**config.mk**
```make
export PLATFORM = sky130hd
export DESIGN_NAME = closest_hit_tracker
export DESIGN_NICKNAME = d
export VERILOG_FILES = /design/src/rtl/fip_pkg.sv /design/src/rtl/closest_hit_tracker.sv
export SDC_FILE = /design/constraint.sdc
export NUM_CORES = 1
export LEC_CHECK = 0
export CAP_MARGIN = 40
export CORE_ASPECT_RATIO = 2
export CORE_MARGIN = 2
export CORE_UTILIZATION = 40
export DETAILED_ROUTE_END_ITERATION = 12
export GPL_TIMING_DRIVEN = 1
export MAX_ROUTING_LAYER = met4
export SYNTH_ARGS = -nofsm -noshare
export SYNTH_HDL_FRONTEND = slang
export SYNTH_SLANG_ARGS = --single-unit
```
**constraint.sdc**
```tcl
create_clock -name i_clk -period 3.3 [get_ports i_clk]
set_input_delay 0.33 -clock i_clk [delete_from_list [all_inputs] [get_ports i_clk]]
set_output_delay 0.33 -clock i_clk [all_outputs]
set_load 0.01 [all_outputs]
```
**src/rtl/fip_pkg.sv**
```systemverilog
// Shared Q16.16 fixed-point (FIP) definitions and closest-hit tracker state encoding.
package fip_pkg;

    localparam int unsigned FIP_W = 32;

    typedef logic signed [FIP_W-1:0] fip_t;

    localparam fip_t FIP_ONE = 32'sh0001_0000;
    localparam fip_t FIP_MIN = 32'sh8000_0000;
    localparam fip_t FIP_MAX = 32'sh7fff_ffff;

    typedef enum logic [1:0] {
        IDLE  = 2'd0,
        ACCUM = 2'd1,
        DONE  = 2'd2
    } chit_state_e;

endpackage : fip_pkg

```
**src/rtl/closest_hit_tracker.sv**
```systemverilog
// Reduces the in-order per-triangle intersection stream of one ray to its closest hit
// (minimum signed t and triangle index) and presents it with a valid/ready handshake.
module closest_hit_tracker
    import fip_pkg::*;
#(
    parameter int unsigned IDX_W = 16,
    parameter int unsigned T_W   = 32
) (
    input  logic             i_clk,
    input  logic             i_rst,
    input  logic             i_start,
    input  logic [IDX_W-1:0] i_num_tris,
    output logic             o_busy,
    input  logic             i_valid,
    input  logic [T_W-1:0]   i_t,
    input  logic             i_hit,
    output logic             o_valid,
    input  logic             i_ready,
    output logic             o_hit,
    output logic [T_W-1:0]   o_t,
    output logic [IDX_W-1:0] o_tri_idx,
    output logic             o_overrun
);

    chit_state_e      state_q, state_d;
    logic [IDX_W-1:0] cnt_q, cnt_d;
    logic [IDX_W-1:0] num_q, num_d;
    logic             hit_d;
    logic [T_W-1:0]   t_d;
    logic [IDX_W-1:0] idx_d;
    logic             overrun_d;
    logic             closer_c;

    // Strict signed less-than: equal t never displaces an earlier (lower-index) hit.
    assign closer_c = i_hit && (!o_hit || ($signed(i_t) < $signed(o_t)));

    always_ff @(posedge i_clk) begin
        if (i_rst) begin
            state_q   <= IDLE;
            cnt_q     <= '0;
            num_q     <= '0;
            o_valid   <= 1'b0;
            o_busy    <= 1'b0;
            o_hit     <= 1'b0;
            o_t       <= T_W'(FIP_MAX);
            o_tri_idx <= '0;
            o_overrun <= 1'b0;
        end else begin
            state_q   <= state_d;
            cnt_q     <= cnt_d;
            num_q     <= num_d;
            o_valid   <= (state_d == DONE);
            o_busy    <= (state_d != IDLE);
            o_hit     <= hit_d;
            o_t       <= t_d;
            o_tri_idx <= idx_d;
            o_overrun <= overrun_d;
        end
    end

    always_comb begin
        state_d   = state_q;
        cnt_d     = cnt_q;
        num_d     = num_q;
        hit_d     = o_hit;
        t_d       = o_t;
        idx_d     = o_tri_idx;
        // Upstream cannot stall, so a result outside ACCUM is lost and flagged.
        overrun_d = o_overrun | (i_valid && (state_q != ACCUM));

        unique case (state_q)
            IDLE: begin
                if (i_start) begin
                    num_d   = i_num_tris;
                    cnt_d   = '0;
                    hit_d   = 1'b0;
                    t_d     = T_W'(FIP_MAX);
                    idx_d   = '0;
                    state_d = (i_num_tris == '0) ? DONE : ACCUM;
                end
            end
            ACCUM: begin
                if (i_valid) begin
                    if (closer_c) begin
                        hit_d = 1'b1;
                        t_d   = i_t;
                        idx_d = cnt_q;
                    end
                    cnt_d = cnt_q + IDX_W'(1);
                    if (cnt_q == (num_q - IDX_W'(1))) begin
                        state_d = DONE;
                    end
                end
            end
            DONE: begin
                if (i_ready) begin
                    state_d = IDLE;
                end
            end
            default: begin
                state_d = IDLE;
            end
        endcase
    end

endmodule : closest_hit_tracker

```
==> key figures, run 1 <==
Pwr
  • Combinational group share of total power: 0.156
  • Clock power share: 0.423
  • Leak: 0.00268 uW
  • Cell internal pwr: 1930 uW
  • Sequential power share: 0.421
  • Power density over cell area: 385 mW/mm2
  • Switching share of total power: 0.256
  • VDD IR max: 0.000306 V
  • Switch Pwr: 664 uW

Synth
  • Synth Flop Type: dfxtp_1
  • #FFs+latches synth: 86
  • Seq/Total Area, Yosys: 0.330
  • Post-synth EDFFs: 0
  • Synth Area per Inst: 7.82 um2
  • Distinct cells, synth: 54
  • Mapped Cells: 668
  • Synth async-reset ratio: 0
  • Cell Area, Synth: 0.00523 mm2
  • Syn_nets: 755
  • Syn. warnings: 0

Clock network
  • H-Tree Depth: 3
  • Post-CTS Resized: 0
  • Cts hold-fix bufs: 0
  • # Post-CTS Setup Buffers: 0
  • Worst-path clk slew: 0.06 ns
  • Max clock buf depth: 2
  • CTS tree: yes
  • Worst-skew pair later-pin latency: 0.34 ns
  • Clock Tree Root: clkbuf_16
  • CTS Buf Count: 9
  • Clock net sink count: 86

Worst setup path
  • Top delay family on crit path: simple AND/OR/NAND/NOR gates
  • Origin of the critical flop-to-flop path: num_q[0]$_SDFFE_PP0P_
  • Critical Path AT: 3.22 ns
  • Setup crit end kind: flip-flop
  • Crit-path max FO: 6
  • R2R setup slack: 0.30 ns
  • Worst-path cell chain: inv_1 > ha_1 > or3b_2 > nor3_1 > nand3b_1 > xnor2_1 > nor4_1 > nand4_1 > o31a_1
  • Crit path depth: 9
  • Worst path slowest cell: or3b_2
  • WP data required: 3.52 ns
  • Reg2Reg Capture Point: state_q[0]$_SDFF_PP0_
  • CP Class: reg -> reg
  • Crit start category: flip-flop
  • Worst Reg-to-Reg Cells: 9
  • Worst path max stage delay: 0.58 ns
  • CP Buf/Inv Count: 1

Worst hold path
  • Worst Hold Path EP: o_overrun$_SDFF_PP0_
  • Tightest Hold Check Type: reg -> reg
  • Hold Path Origin: o_overrun$_SDFF_PP0_
  • WHS Path Cells: 2

Outcome
  • Outcome: finished, final reports clean

Final layout
  • Nets@finish: 837
  • Layout Cells excl Fill: 907
  • Diode count: 0
  • Area grow syn2layout: 28.9%
  • Share of post-route cells with drive strength above 1: 0.0570
  • Final Instance Area: 0.00674 mm2

Global routing
  • Vias in the first global route: 5197
  • Initial antenna violation count: 0
  • Total global-route track usage: 0.227
  • First-pass GRT wire length: 25.0 mm
  • Gr ovfl total: 0
  • Largest net degree at the start of global routing: 79

Floorplan
  • Ports: 106
  • Die ar.: 0.0140 mm2
  • Starting Density: 0.404
  • FP Rows: 59
  • Chip height: 166 um
  • Die X: 84.8 um
  • Core Region: 0.0129 mm2

Placement
  • Placer Congestion: 0.826
  • DP HPWL: 11.5 mm
  • Port Buf Inserts: 105
  • DP Area: 0.00642 mm2
  • Placed insts: 891

Drt
  • # DRC: 0
  • Wirelength, routed: 15.7 mm
  • First DRT Iteration DRCs: 211
  • Routed Antenna Nets: 0
  • Number of detailed-route iterations in the first pass: 4
  • Routed len/inst: 17.3 um
  • Post-DR vias/cell: 5.66
  • Vias: 5138

STA
  • RSZ-0062 raised after global routing: no
  • Slew Viols, Final: 0
  • Setup violators final: 0
  • Final period util: 0.909
  • Actual slew at the worst max-slew pin: 0.817 ns
  • Relative slew margins: 0.456
  • Sum Neg Setup Slack: 0 ns
  • Setup Skew: 0.00925 ns
  • Max Fclk: 0.333 GHz
  • Final min period: 3.00 ns
  • Hold Violations, Final: 0

Run
  • Max Cap Viol: 0
==> Yosys cell counts (all sizes together) (3+ instances only) <==
library cell	n	area (um2)
a211oi	3	22.5
a21o	5	37.5
a21oi	59	295
and4	4	35.0
buf	10	50.1
clkbuf	41	155
dfxtp	86	1720
ha	33	413
inv	66	248
mux2i	4	40.0
nand2	96	360
nand2b	4	25.0
nand3	9	45.0
nand4	9	56.3
nor2	35	134
nor2b	5	31.3
nor3	42	210
nor4	12	90.1
o211ai	3	22.5
o21ai	8	40.0
o31ai	3	22.5
o32a	17	170
o32ai	31	272
o41ai	17	149
xnor2	23	201
xor2	11	96.3
==> registers in the layout, summed over array words and instances, names as in the netlist <==
signal and count:
o_busy 1, o_tri_idx 16, o_t 32, state_q 2, o_valid 1, num_q 16, o_hit 1, cnt_q 16
o_overrun 1
==> cells by family after synthesis <==
family          Yosys count  share of synthesized area
compound gates          163                      0.225
simple gates            229                      0.211
flops                    86                      0.330
buf+inv                 117                     0.0867
xor+xnor                 34                     0.0570
mux                       6                     0.0120
fa+ha+maj                33                     0.0790
==> worst min-delay path: cells and delay by family (launching register included) <==
kind / cells / cell delay [ns]
flops: 1 / 0.33
simple gates: 1 / 0.07
compound gates: 1 / 0.04
==> worst max-delay path by stage <==
stage | endpoint | slack, ns | from
2_1_floorplan | o_t[17]$_SDFFE_PP1P_ | 0.78 | o_t[9]$_SDFFE_PP1P_
3_3_place_gp | o_tri_idx[11]$_SDFFE_PP0P_ | 0.23 | i_t[6]
3_5_place_dp | o_tri_idx[4]$_SDFFE_PP0P_ | 0.11 | i_t[30]
4_1_cts | state_q[0]$_SDFF_PP0_ | 0.33 | num_q[0]$_SDFFE_PP0P_
5_1_grt | state_q[0]$_SDFF_PP0_ | 0.11 | num_q[0]$_SDFFE_PP0P_
6_report | state_q[0]$_SDFF_PP0_ | 0.30 | num_q[0]$_SDFFE_PP0P_
==> per-stage QoR <==
step                power (uW)  utilization  setup slack [ns]  hold slack [ns]
floorplan                 1340            -             0.778            0.448
detailed placement        1520        0.497             0.114            0.460
global placement          1510        0.497             0.234            0.453
finish                    2590        0.521             0.301            0.472
global route              2700        0.521             0.105            0.504
CTS                       2620        0.521             0.332            0.476
==> metal layers <==
layer	vias up	track usage	wire (um)
met2	117	0.440	8930
met1	2435	0.217	5830
met5	-	-	0
met4	0	0.0856	468
met3	31	0.0354	430
li1	2555	-	-
==> layout by cell type (no fill, tap or decap), drive strengths merged, types with 3 or more instances in the layout <==
cell type | synthesis | layout
nand2b | 4 | 4
a211oi | 3 | 3
a21o | 5 | 5
nor3 | 42 | 42
nor4 | 12 | 12
a21oi | 59 | 59
clkbuf | 41 | 12
clkdlybuf4s50 | 0 | 104
o31ai | 3 | 3
nand3 | 9 | 9
dfxtp | 86 | 86
nor2b | 5 | 5
xor2 | 11 | 11
o41ai | 17 | 17
and4 | 4 | 4
o21ai | 8 | 8
nor2 | 35 | 35
mux2i | 4 | 4
o32a | 17 | 17
o32ai | 31 | 31
nand4 | 9 | 9
buf | 10 | 18
xnor2 | 23 | 23
o211ai | 3 | 3
inv | 66 | 66
ha | 33 | 33
nand2 | 96 | 96
==> final cells by class <==
| class | instances | area [um2] |
|---|---|---|
| Sequential cell | 86 | 1720 |
| Clock inverter | 4 | 70.1 |
| Timing Repair Buffer | 122 | 1200 |
| Multi-Input combinational cell | 465 | 3060 |
| Tap cell | 152 | 190 |
| Fill cell | 1269 | 6180 |
| Clock buffer | 12 | 246 |
| Inverter | 66 | 248 |
==> power groups by stage <==
| stage | clock (uW) | sequential [uW] | combinational, uW |
|---|---|---|---|
| 2_1_floorplan | 0 | 1110 | 234 |
| 3_3_place_gp | 0 | 1110 | 399 |
| 3_5_place_dp | 0 | 1120 | 406 |
| 4_1_cts | 1120 | 1090 | 407 |
| 5_1_grt | 1160 | 1100 | 444 |
| 6_report | 1100 | 1090 | 406 |
Power figures use the tool's default switching activity.
==> inputs of run 2 (changes only) <==
REMOVE_ABC_BUFFERS = 1   (was default)
SKIP_LAST_GASP = 1   (was default)
==> run 2 against run 1 <==
Global-route usage down 0.90 points. Utilization fell by 0.46 points. Clock skew down 0.0014 ns. Sequential power is essentially flat. Cell area is 0.89% lower. Sequential cell count unchanged. First-iteration DRC count up 20%.
==> key figures, run 2 (synthesized netlist as in run 1, its figures left out) <==
Placement
  • Dpl ws: 0.0464 ns (-0.0679 ns)
  • DP HPWL: 10.8 mm (-5.8%)
  • Port Buf Inserts: 105 (unchanged)
  • Placer Congestion: 0.842 (+2.0%)

STA
  • Actual slew at the worst max-slew pin: 0.757 ns (-0.0593 ns)
  • Setup violators final: 0 (unchanged)
  • Final period util: 0.867 (-0.0420)
  • Post-route setup slack: 0.439 ns (+0.139 ns)
  • Hold slack: 0.472 ns (+0.000649 ns)
  • Final min period: 2.86 ns (-0.139 ns)
  • Hold Violations, Final: 0 (unchanged)
  • Slew Viols, Final: 0 (unchanged)
  • Max Fclk: 0.350 GHz (+4.8%)
  • Relative slew margins: 0.495 (+0.0390)
  • RSZ-0062 raised after global routing: no
  • Sum Neg Setup Slack: 0 ns (unchanged)
  • Setup Skew: 0.00789 ns (-0.00137 ns)

Worst setup path
  • Critical Path AT: 3.05 ns (-0.17 ns)
  • WP data required: 3.49 ns (-0.03 ns)
  • Worst-path cell chain: clkdlybuf4s50_1 > ha_1 > a2111oi_0 > o311ai_0 > buf_4 > o2111ai_1 > nand4b_4 > nor2_2 > o41ai_1
  • CP Class: in -> reg
  • Crit path from: i_t[1]
  • Worst path max stage delay: 0.61 ns (+0.03 ns)
  • Origin of the critical flop-to-flop path: o_t[1]$_SDFFE_PP1P_
  • Setup crit end kind: flip-flop
  • Crit-path max FO: 17 (+11)
  • Crit start category: input port
  • Worst Reg-to-Reg Cells: 9 (unchanged)
  • Worst path slowest cell: nor2_2

Pwr
  • Leak: 0.00265 uW (-1.1%)
  • VDD IR max: 0.000258 V (-16%)
  • Power density over cell area: 373 mW/mm2 (-3.2%)

Clock network
  • Max clock buf depth: 2 (unchanged)
  • # Post-CTS Setup Buffers: 0 (unchanged)
  • Worst-skew pair later-pin latency: 0.33 ns (about the same)
  • CTS Buf Count: 9 (unchanged)
  • Worst-path clk slew: 0.07 ns (about the same)
  • CTS tree: yes
  • H-Tree Depth: 3 (unchanged)
  • Post-CTS Resized: 0 (unchanged)
  • Cts hold-fix bufs: 0 (unchanged)
  • Clock Tree Root: clkbuf_16
  • Clock net sink count: 86 (unchanged)

Floorplan
  • Core Region: 0.0129 mm2 (unchanged)
  • Chip height: 166 um (unchanged)
  • Die ar.: 0.0140 mm2 (unchanged)
  • Die X: 84.8 um (unchanged)
  • Starting Density: 0.404 (unchanged)
  • Ports: 106 (unchanged)
  • FP Rows: 59 (unchanged)

Global routing
  • Gr ovfl total: 0 (unchanged)
  • Vias in the first global route: 5033 (-3.2%)
  • Total global-route track usage: 0.218 (-0.00899)
  • Largest net degree at the start of global routing: 74 (-6.3%)
  • Initial antenna violation count: 0 (unchanged)
  • First-pass GRT wire length: 24.3 mm (-3.0%)

Final layout
  • Share of post-route cells with drive strength above 1: 0.0571 (+0.000151)
  • Reg with most FFs: o_t
  • Area grow syn2layout: 27.8%
  • Nets@finish: 835 (-0.24%)
  • Fillers: 1230 (-3.1%)
  • Diode count: 0 (unchanged)
  • Most frequent cells in the layout: clkdlybuf4s50_1, nand2_1, dfxtp_1, inv_1, a21oi_1
  • Commonest non-fill, non-tap cell in the layout: clkdlybuf4s50_1
  • Flip-flop count of the largest register after layout: 32 (unchanged)
  • Final core occ: 0.517 (-0.00465)

Worst hold path
  • WHS Path Cells: 2 (unchanged)
  • Hold Path Origin: o_overrun$_SDFF_PP0_
  • Tightest Hold Check Type: reg -> reg

Drt
  • Routed Antenna Nets: 0 (unchanged)
  • Post-DR vias/cell: 5.61 (-0.89%)
  • Routed len/inst: 16.5 um (-4.7%)
  • # DRC: 0 (unchanged)
  • Vias: 5081 (-1.1%)
  • Number of detailed-route iterations in the first pass: 4 (unchanged)
  • Wirelength, routed: 14.9 mm (-4.9%)
  • First DRT Iteration DRCs: 253 (+20%)

Run
  • Max Cap Viol: 0 (unchanged)

Outcome
  • Outcome: finished, final reports clean
==> run 2: worst paths after layout <==
| kind | to | slack [ns] |
|---|---|---|
| worst max-delay path | o_tri_idx[14]$_SDFFE_PP0P_ | 0.44 |
| worst min-delay path | o_overrun$_SDFF_PP0_ | 0.47 |
| worst max register to register | o_tri_idx[14]$_SDFFE_PP0P_ | 0.47 |
| worst min register to register | o_overrun$_SDFF_PP0_ | 0.47 |
==> run 2: metrics by stage <==
step / cells / area, um2 / power (uW)
2_1_floorplan: 617 / 5020 / 1310
3_3_place_gp: 889 / 6380 / 1500
3_5_place_dp: 889 / 6380 / 1510
4_1_cts: 905 / 6680 / 2510
5_1_grt: 905 / 6680 / 2600
6_report: 905 / 6680 / 2490
==> run 2: critical path: cells and delay by family <==
family,cells,cell delay (ns)
AND/OR/NAND/NOR,2,0.78
adder cells (fa/ha/maj),1,0.31
AO/OA/AOI/OAI,4,0.99
buffers and inverters,2,0.64
==> run 2: cell type report <==
| class | count | area, um2 | area share |
|---|---|---|---|
| multi-input combinational | 465 | 3060 | 0.458 |
| sequential | 86 | 1720 | 0.258 |
| timing repair buffer | 120 | 1160 | 0.174 |
| clock buffer | 12 | 267 | 0.0399 |
| inverter | 66 | 248 | 0.0371 |
| tap | 152 | 190 | 0.0285 |
| clock inverter | 4 | 30.0 | 0.00450 |
==> run 2: where the power goes <==
group	switching, uW	internal (uW)
registers	29.6	1060
clock network	430	574
logic	214	179
total	673	1810
==> run 2: routing by layer <==
metal / global-route usage / share of wire / up-vias
met5: - / 0 / -
met4: 0.0773 / 0.023 / 0
met3: 0.0264 / 0.031 / 13
met2: 0.415 / 0.56 / 103
met1: 0.221 / 0.39 / 2411
li1: - / - / 2554
